==> config.mk <==
export PLATFORM = sky130hd
export DESIGN_NAME = serial_adder
export DESIGN_NICKNAME = d
export VERILOG_FILES = /design/src/rtl/serial_adder_pkg.sv /design/src/rtl/full_adder.sv /design/src/rtl/serial_adder.sv
export SDC_FILE = /design/constraint.sdc
export NUM_CORES = 1
export LEC_CHECK = 0
export BUFFER_PORTS_ARGS = -buffer_cell sky130_fd_sc_hd__buf_2
export CORE_MARGIN = 2
export CORE_UTILIZATION = 56
export CTS_BUF_LIST = sky130_fd_sc_hd__clkbuf_8
export CTS_CLUSTER_SIZE = 40
export DETAILED_ROUTE_END_ITERATION = 6
export GPL_TIMING_DRIVEN = 0
export PLACE_DENSITY_LB_ADDON = 0.25
export SLEW_MARGIN = 20
export SYNTH_ARGS = -nofsm -noshare
export SYNTH_HDL_FRONTEND = slang
export SYNTH_SLANG_ARGS = --single-unit
export TNS_END_PERCENT = 100
==> constraint.sdc <==
create_clock -name clk -period 1.3 [get_ports clk]
set_input_delay 0.39 -clock clk [delete_from_list [all_inputs] [get_ports clk]]
set_output_delay 0.39 -clock clk [all_outputs]
set_load 0.02 [all_outputs]
==> src/rtl/serial_adder_pkg.sv <==
// rtl/serial_adder_pkg.sv - shared FSM encoding and start-acceptance helper for serial_adder
package serial_adder_pkg;

    typedef enum logic [1:0] {
        S_IDLE = 2'd0,
        S_RUN  = 2'd1,
        S_DONE = 2'd2
    } state_e;

    // A new request is only taken when no operation is in flight.
    function automatic logic start_accepted(input state_e state, input logic start);
        return start && ((state == S_IDLE) || (state == S_DONE));
    endfunction

endpackage

==> src/rtl/full_adder.sv <==
// rtl/full_adder.sv - gate-level one-bit full adder cell
module full_adder (
    input  wire A,
    input  wire B,
    input  wire C,
    output wire Carry,
    output wire Sum
);

    wire ab_x;
    wire ab_a;
    wire c_a;

    xor g_x0 (ab_x, A, B);
    xor g_x1 (Sum, ab_x, C);
    and g_a0 (ab_a, A, B);
    and g_a1 (c_a, ab_x, C);
    or  g_o0 (Carry, ab_a, c_a);

endmodule

==> src/rtl/serial_adder.sv <==
// rtl/serial_adder.sv - bit-serial adder: one full-adder cell, LSB first, WIDTH cycles per sum
module serial_adder
    import serial_adder_pkg::*;
#(
    parameter  int WIDTH = 8,
    localparam int CNT_W = $clog2(WIDTH + 1)
) (
    input  logic             clk,
    input  logic             rst,
    input  logic             start,
    input  logic [WIDTH-1:0] a,
    input  logic [WIDTH-1:0] b,
    input  logic             cin,
    output logic             busy,
    output logic             done,
    output logic [WIDTH-1:0] sum,
    output logic             cout
);

    localparam logic [CNT_W-1:0] CNT_LAST = CNT_W'(WIDTH - 1);

    state_e             state_q, state_d;
    logic [WIDTH-1:0]   a_sr_q, a_sr_d;
    logic [WIDTH-1:0]   b_sr_q, b_sr_d;
    logic [WIDTH-1:0]   sum_sr_q, sum_sr_d;
    logic               carry_q, carry_d;
    logic [CNT_W-1:0]   cnt_q, cnt_d;
    logic [WIDTH-1:0]   sum_q, sum_d;
    logic               cout_q, cout_d;

    logic               cell_carry;
    logic               cell_sum;
    logic [WIDTH-1:0]   sum_shift;

    full_adder u_cell (
        .A     (a_sr_q[0]),
        .B     (b_sr_q[0]),
        .C     (carry_q),
        .Carry (cell_carry),
        .Sum   (cell_sum)
    );

    // New sum bit enters at the MSB; written this way so WIDTH=1 needs no special case.
    assign sum_shift = WIDTH'({cell_sum, sum_sr_q} >> 1);

    always_comb begin
        state_d  = state_q;
        a_sr_d   = a_sr_q;
        b_sr_d   = b_sr_q;
        sum_sr_d = sum_sr_q;
        carry_d  = carry_q;
        cnt_d    = cnt_q;
        sum_d    = sum_q;
        cout_d   = cout_q;
        case (state_q)
            S_IDLE, S_DONE: begin
                if (start_accepted(state_q, start)) begin
                    a_sr_d  = a;
                    b_sr_d  = b;
                    carry_d = cin;
                    cnt_d   = '0;
                    state_d = S_RUN;
                end else begin
                    state_d = S_IDLE;
                end
            end
            S_RUN: begin
                carry_d  = cell_carry;
                sum_sr_d = sum_shift;
                a_sr_d   = a_sr_q >> 1;
                b_sr_d   = b_sr_q >> 1;
                cnt_d    = cnt_q + CNT_W'(1);
                if (cnt_q == CNT_LAST) begin
                    sum_d   = sum_shift;
                    cout_d  = cell_carry;
                    state_d = S_DONE;
                end
            end
            default: state_d = S_IDLE;
        endcase
    end

    always_ff @(posedge clk) begin
        if (rst) begin
            state_q  <= S_IDLE;
            a_sr_q   <= '0;
            b_sr_q   <= '0;
            sum_sr_q <= '0;
            carry_q  <= 1'b0;
            cnt_q    <= '0;
            sum_q    <= '0;
            cout_q   <= 1'b0;
        end else begin
            state_q  <= state_d;
            a_sr_q   <= a_sr_d;
            b_sr_q   <= b_sr_d;
            sum_sr_q <= sum_sr_d;
            carry_q  <= carry_d;
            cnt_q    <= cnt_d;
            sum_q    <= sum_d;
            cout_q   <= cout_d;
        end
    end

    assign busy = (state_q == S_RUN);
    assign done = (state_q == S_DONE);
    assign sum  = sum_q;
    assign cout = cout_q;

endmodule

======== After elaboration in Yosys (flattened, before gate mapping) ========
Index checks and enable logic that the tools add are counted.
storage, ports and cells
  input bits .............................. 20
  output and inout port bits .............. 11
  register bits after elaboration ......... 40
  word-level logic and storage cells ...... 37
cells by class
  reduce and logical (&&, ||, !) cells .... 7
  multiplexer cells ....................... 11
  equality and inequality tests ........... 5
  bitwise gates (word level) .............. 5
  $add $sub $neg .......................... 1
operator list
  operator             number
  $pmux 8 s2           2
  $mux 8               2
  $pmux 4 s2           1
  $add 4x1->4 const B  1
  $eq 4x3->1 const B   1
  $mux 4               1
  $pmux 2 s2           1
  $reduce_and 2->1     2
  $and 1x1->1          2
  $eq 2x1->1 const B   1
  $eq 2x2->1 const B   1
  $logic_not 2->1      1
  $mux 1               2
  $mux 2               1
  $ne 2x1->1 const B   1
  $ne 2x2->1 const B   1
  $pmux 1 s2           1
  $reduce_bool 2->1    1
  $reduce_or 2->1      1
  $xor 1x1->1          2
  $logic_and 1x1->1    1
  $logic_or 1x1->1     1
  $or 1x1->1           1

======== Depth between registers and ports, before layout ========
Gate-level depths: netlist of the first run.
  depth in word-level cells ............... 5
  depth in mapped cells ................... 5
  gate-level depth less buffers ........... 4

======== Cells and area by module ========
Synthesis of the first run repeated with hierarchy kept, for this count alone.
unflattened totals
  cells, all modules ...................... 177
  area, all modules ....................... 1660.3 um2
modules (own cells, without submodules)
  module        area an instance (um2)  sequential area each (um2)  times used  cells each
  serial_adder  1640.3                  780.7                       1           176
  full_adder    20.0                    0.0                         1           1

======== Least setup slack after synthesis of the first run ========
No wires, ideal clock.
  path kind ............................... flip-flop to flip-flop
  start point ............................. register cnt_q[0]
  end point ............................... register cout_q (netlist: cout)
  period minus slack after synthesis ...... 1198 ps
  arrival ................................. 1127 ps
  cell stages (with the launch flop) ...... 5
  path buffers ............................ 0
  data required time ...................... 1228 ps
  library setup time ...................... 72 ps
  path slack .............................. 102 ps
  path through ............................ dfxtp_1 ha_1 nand3b_1 nor2_8 mux2i_1
between the ends
  cells in the longest elaborated chain, start to end .. 2
ends and longest elaborated chain
  item                               line                 RTL
  start: declaration                 serial_adder.sv:27   logic [CNT_W-1:0] cnt_q, cnt_d;
  start signal: assignment           serial_adder.sv:99   cnt_q <= cnt_d;
  $eq 4x3->1                         serial_adder.sv:73   if (cnt_q == CNT_LAST) begin
  $reduce_and 2->1 (no source line)  --
  end signal: assignment             serial_adder.sv:101  cout_q <= cout_d;
  end: declaration                   serial_adder.sv:29   logic cout_q, cout_d;
Every way passes these cells.
A chain may end at the register's enable or synchronous reset.

======== Worst setup path after layout of the first run ========
  start point ............................. register state_q[1]
  end point ............................... output busy
between the ends
  cells in the longest elaborated chain, start to end .. 1
ends and longest elaborated chain
  item                      line                 RTL
  start: declaration        serial_adder.sv:22   state_e state_q, state_d;
  start signal: assignment  serial_adder.sv:94   state_q <= state_d;
  $eq 2x1->1                serial_adder.sv:105  assign busy = (state_q == S_RUN);
  end: declaration          serial_adder.sv:14   output logic busy,
Every way passes these cells.

==> flow_summary_export.csv, run 1 <==
group,metric,value,unit
cts,cts_hold_repair.buffers,0,
floorplan,initial_core_util,59.7,%
power_and_ir_drop,power.ir.vdd_worst,0.00126,V
global_routing,grt_start_max_net_pins,12,
synth,ys_warn_count,0,
critical_path,worstPathArrival,1.04,ns
critical_path,reg2reg_from,"state_q[1]",
outcome,status,"finished with violations",
synth,ys_async_sr_fraction,0,%
placement,buffer_ports.inserted,30,
floorplan,top_level_ports,31,
synth,synth.ff_latch_count,39,
power_and_ir_drop,power-per-cell-area,1140,mW/mm^2
layout,final_util,76.2,%
global_routing,number_of_global_route_vias_before_repair,1401,
placement,dpl_cell_area,0.00185,mm^2
synth,synth-edff-count,0,
routing,via_per_inst,5.84,
min_path,min_delay_worst_endpoint,"b_sr_q[7]",
layout,layout_commonest_cell,"dfxtp_1",
cts,ctsRootBufferMaster,"clkbuf_8",
critical_path,critPathMaxFanout,2,
min_path,holdPathStages,3,
critical_path,worstSetupEndpointType,"output pin",
placement,placed_cells,238,
layout,finish.net_count,248,
global_routing,grt_overflow,0,
power_and_ir_drop,leak_pwr,0.845,nW
global_routing,grt_pass1_wl,6250,um
synth,synth_top_cells_by_area,"dfxtp_1 (47%), a21oi_1 (8.4%), nand2b_1 (7.5%)",
floorplan,floorplan.die.width,58.5,um
synth,synthFlopType,"dfxtp_1",
layout,finish.instance_area,0.00212,mm^2
routing,routed-via-count,1508,
sta,report.final.hold_viol_count,0,
synth,syn-cell-area,0.00166,mm^2
synth,ys_seq_area_share,47.0,%
cts,clock_sinks,39,
sta,hold-worst-slack,0.330,ns
sta,worst_setup_slack_after_layout,-0.133,ns
layout,post_layout_nonfiller_instances,258,
routing,detail_route.wirelength,4060,um
critical_path,timing.rr.end,"a_sr_q[3]",
routing,first_iter_violations,71,
routing,firstDrtPassIters,4,
floorplan,num_rows,19,
sta,period_share,110,%
sta,slew_viol_final,0,
cts,clock_latency,0.30,ns
floorplan,core-area,0.00278,mm^2
synth,postSynthNetCount,199,
sta,slew-limit-headroom,67.0,%
global_routing,antenna_found_initial,0,
cts,cts.path.max_buffers,2,
floorplan,die-height,58.5,um
sta,worst-slew-pin-transition,0.495,ns
cts,clk_transition_reported_paths,0.07,ns
layout,drive_above_1_share,31.3,%
synth,yosysTopAreaCell,"dfxtp_1",
synth,mean_post_synth_cell_area,9.38,um^2
sta,setup-violations-final,2,
floorplan,die_outline_area,0.00342,mm^2
synth,postSynthCellCount,177,
cts,tritoncts_clock_tree,"yes",
layout,synth_to_layout_area_growth,27.7,%
routing,post-route-drc-count,0,
synth,post-synth-top-area-fraction,47.0,%
flow_run,max-cap-violations,0,
min_path,hp-class,"input port to register",
layout,commonest_cells_after_routing_fill_and_taps_aside,"dfxtp_1 (35), buf_2 (29), a21oi_1 (28)",
synth,netlist-cell-type-count,26,
critical_path,setup.reg_to_reg.worst_slack,0.04,ns
sta,timing.final.crit_period,1.43,ns
global_routing,global_route.usage.total,24.5,%
sta,worst_clock_skew,0.00717,ns
critical_path,r2r_cell_count,6,
cts,cts-buffers-inserted,5,
layout,antenna_cells_inserted,0,
outcome,failed_checks,"setup timing",
placement,place.gp.congestion,0.785,
critical_path,path_class,"register to output pin",
routing,drt.antenna.violating_nets,0,
min_path,min_from,"b[7]",
routing,routedWlPerCell,15.7,um
critical_path,crit_required,0.91,ns
placement,dp.final_hpwl,2500,um
critical_path,startpoint_type,"register",
sta,rsz0062_at_grt,"true",
cts,htreeDepth,2,
sta,achievable-frequency,0.698,GHz
sequential cells by signal, indices dropped and copies added (netlist names):
signal / count
sum_sr_q: 7
cnt_q: 4
a_sr_q: 8
state_q: 2
carry_q: 1
b_sr_q: 8
sum: 8
cout: 1
per-stage QoR:
| step | TNS, ns | total power (W) | worst slack [ns] |
|---|---|---|---|
| floorplan | 0 | 0.00149 | 0.102 |
| global placement | -1.52 | 0.00156 | -0.156 |
| detailed placement | -2.91 | 0.00158 | -0.198 |
| CTS | -0.132 | 0.00236 | -0.132 |
| global route | -0.322 | 0.00253 | -0.171 |
| finish | -0.237 | 0.00241 | -0.133 |
per-layer routing:
layer / up-vias / part of all wire (%) / global-route usage (%)
li1: 722 / - / -
met1: 715 / 40 / 28.2
met2: 56 / 51 / 40.4
met3: 15 / 5.6 / 9.45
met4: 0 / 3.8 / 10.3
met5: - / 0 / 0
timing repair:
action                     4_1_cts  5_1_grt
setup endpoints to repair       11       23
gates resized for setup         10       13
pin swaps                        1        1
buffers inserted                 4        7
gates cloned                     1        1
how the worst max path moves through the flow:
stage	cells after the start	endpoint	slack, ns	from
global route	4	busy	-0.17	state_q[1]
detailed placement	4	state_q[0]	-0.20	rst
CTS	4	busy	-0.13	state_q[1]
finish	4	busy	-0.13	state_q[1]
floorplan	4	cout	0.10	cnt_q[0]
global placement	4	state_q[0]	-0.16	rst
power by group:
group	internal, W	switching [W]	leakage, nW
Clock	0.000361	0.000414	0.0505
Sequential	0.00124	0.0000330	0.319
Combinational	0.000176	0.000188	0.475
Total	0.00178	0.000636	0.845
cell families after synthesis:
family | synth area share (%)
AND/OR/NAND/NOR | 21.6
AO/OA/AOI/OAI | 16.0
buffers and inverters | 6.40
adder cells (fa/ha/maj) | 1.96
multiplexers | 7.01
flip-flops | 47.0
synth_stat cells, types with 2 or more instances:
cell type / instances
nor2b_1: 2
nand2b_1: 20
buf_2: 3
nor2_1: 2
clkbuf_1: 3
a21oi_1: 28
dfxtp_1: 39
nand2_1: 17
buf_4: 3
buf_6: 4
a22oi_1: 15
nand3_1: 19
mux2i_1: 9
worst max-delay path, cell delays in order (launching register included):
cell,delay (ns)
dfxtp_2,0.33
nand2b_4,0.13
clkinv_4,0.05
buf_8,0.11
buf_6,0.12
final cells by class:
class / count / area [um^2]
repair buffers: 41 / 263
clock inverters: 3 / 12.5
plain buffers: 14 / 123
well taps: 31 / 38.8
multi-input cells: 124 / 817
fillers: 207 / 662
clock buffers: 5 / 68.8
flip-flops and latches: 39 / 788
inverters: 1 / 8.76
(Power assumes the default switching activity.)
==> run 2, diff against run 1 <==
- CAP_MARGIN: unset -> 25
- PLACE_DENSITY: unset -> 0.87
- PLACE_DENSITY_LB_ADDON: 0.25 -> unset
==> flow_summary_export.csv, run 2 (same netlist as run 1, synthesis figures left out) <==
group,metric,value,unit
outcome,failed_checks,"setup timing",
layout,multi_input_area,821,um^2
sta,timing.final.crit_period,1.43,ns
floorplan,top_level_ports,31,
min_path,min_from,"b[7]",
sta,worst-slew-pin-transition,0.468,ns
routing,via_per_inst,5.79,
cts,cts-buffers-inserted,5,
placement,dpl_cell_area,0.00185,mm^2
cts,clk_transition_reported_paths,0.08,ns
layout,fillCellCount,201,
layout,finish.net_count,243,
routing,routedWlPerCell,15.5,um
layout,commonest_cells_after_routing_fill_and_taps_aside,"dfxtp_1 (35), buf_2 (29), a21oi_1 (27)",
cts,clock_latency,0.30,ns
critical_path,path_class,"register to output pin",
flow_run,max-cap-violations,0,
global_routing,grt_overflow,0,
routing,detail_route.wirelength,3900,um
cts,tritoncts_clock_tree,"yes",
sta,rsz0062_at_grt,"true",
sta,fin_tns_setup,-0.131,ns
layout,drive_above_1_share,30.3,%
power_and_ir_drop,leak_pwr,0.814,nW
critical_path,worstPathArrival,1.04,ns
sta,report.final.hold_viol_count,0,
routing,firstDrtPassIters,4,
sta,worst_clock_skew,0.0115,ns
cts,cts.path.max_buffers,2,
min_path,holdPathStages,3,
layout,layout_commonest_cell,"dfxtp_1",
critical_path,startpoint_type,"register",
global_routing,grt_start_max_net_pins,12,
layout,synth_to_layout_area_growth,25.3,%
layout,register_area,788,um^2
layout,finish.instance_area,0.00208,mm^2
critical_path,reg2reg_from,"state_q[1]",
sta,setup-violations-final,2,
floorplan,num_rows,19,
min_path,hp-class,"input port to register",
cts,htreeDepth,2,
critical_path,timing.rr.end,"carry_q",
placement,placed_cells,238,
power_and_ir_drop,power.ir.vdd_worst,0.00139,V
global_routing,antenna_found_initial,0,
cts,clock_sinks,39,
global_routing,grt_pass1_wl,6120,um
layout,antenna_cells_inserted,0,
sta,period_share,110,%
sta,slew_viol_final,0,
placement,place.gp.congestion,0.796,
layout,post_layout_nonfiller_instances,252,
power_and_ir_drop,power-per-cell-area,1240,mW/mm^2
cts,cts_hold_repair.buffers,0,
placement,buffer_ports.inserted,30,
critical_path,r2r_cell_count,6,
critical_path,critPathMaxFanout,2,
global_routing,global_route.usage.total,24.4,%
sta,achievable-frequency,0.701,GHz
global_routing,number_of_global_route_vias_before_repair,1368,
layout,final_util,74.8,%
floorplan,die-height,58.5,um
routing,drt.antenna.violating_nets,0,
routing,first_iter_violations,83,
floorplan,die_outline_area,0.00342,mm^2
critical_path,crit_required,0.91,ns
cts,ctsRootBufferMaster,"clkbuf_8",
critical_path,worstSetupEndpointType,"output pin",
critical_path,setup.reg_to_reg.worst_slack,0.04,ns
floorplan,floorplan.die.width,58.5,um
placement,dp.final_hpwl,2530,um
floorplan,core-area,0.00278,mm^2
min_path,min_delay_worst_endpoint,"b_sr_q[7]",
sta,slew-limit-headroom,68.8,%
floorplan,initial_core_util,59.7,%
outcome,status,"finished with violations",
routing,post-route-drc-count,0,
routing,routed-via-count,1459,
sta,worst_setup_slack_after_layout,-0.126,ns
run 2: changes by cell type in the layout (fill, tap and decap cells not counted), sizes merged:
cell,previous run,this run
clkinv,2,1
buf,51,47
bufinv,0,1
inv,2,1
clkbuf,9,8
run 2: worst max-delay path, cell delays in order (launching register included):
cell and delay, ns:
dfxtp_2 0.32, nand2b_4 0.13, clkinv_4 0.05, buf_8 0.11
buf_6 0.12
run 2: metrics by stage:
| step | hold WS [ns] | power [W] | worst slack (ns) |
|---|---|---|---|
| CTS | 0.326 | 0.00255 | -0.126 |
| global route | 0.332 | 0.00266 | -0.162 |
| floorplan | 0.437 | 0.00149 | 0.102 |
| detailed placement | 0.450 | 0.00158 | -0.179 |
| finish | 0.330 | 0.00258 | -0.126 |
| global placement | 0.443 | 0.00156 | -0.135 |
run 2: layer usage:
| layer | GRT usage [%] | routed length, um | share of wire (%) |
|---|---|---|---|
| met5 | 0 | 0 | 0 |
| met4 | 9.97 | 112 | 2.9 |
| met3 | 7.25 | 202 | 5.2 |
| met2 | 44.0 | 2100 | 54 |
| met1 | 26.3 | 1480 | 38 |
run 2: power breakdown:
group	internal, W	switching (W)	total [W]	leakage, nW
logic	0.000154	0.000179	0.000333	0.439
clock network	0.000555	0.000412	0.000967	0.0554
registers	0.00124	0.0000348	0.00128	0.319
run 2: cell type report:
cell class	instances	area share [%]
timing repair buffer	36	9.80
buffer	14	5.65
clock inverter	2	1.62
multi-input combinational	124	39.4
inverter	1	0.421
tap	31	1.86
clock buffer	5	3.31
sequential	39	37.9
run 2: worst max-delay path by stage:
stage                     slack (ns)          to  depth (start not counted)       start
after floorplan                 0.10        cout                          4    cnt_q[0]
after global placement         -0.13  state_q[0]                          4         rst
after detailed placement       -0.18  state_q[0]                          4         rst
after CTS                      -0.13        busy                          4  state_q[1]
after global routing           -0.16        busy                          4  state_q[1]
final                          -0.13        busy                          4  state_q[1]
run 2: what timing repair did:
item,CTS,global route
setup endpoints to repair,10,21
pin swaps,2,2
setup buffers,4,2
resized for setup,9,13
gates cloned,1,0
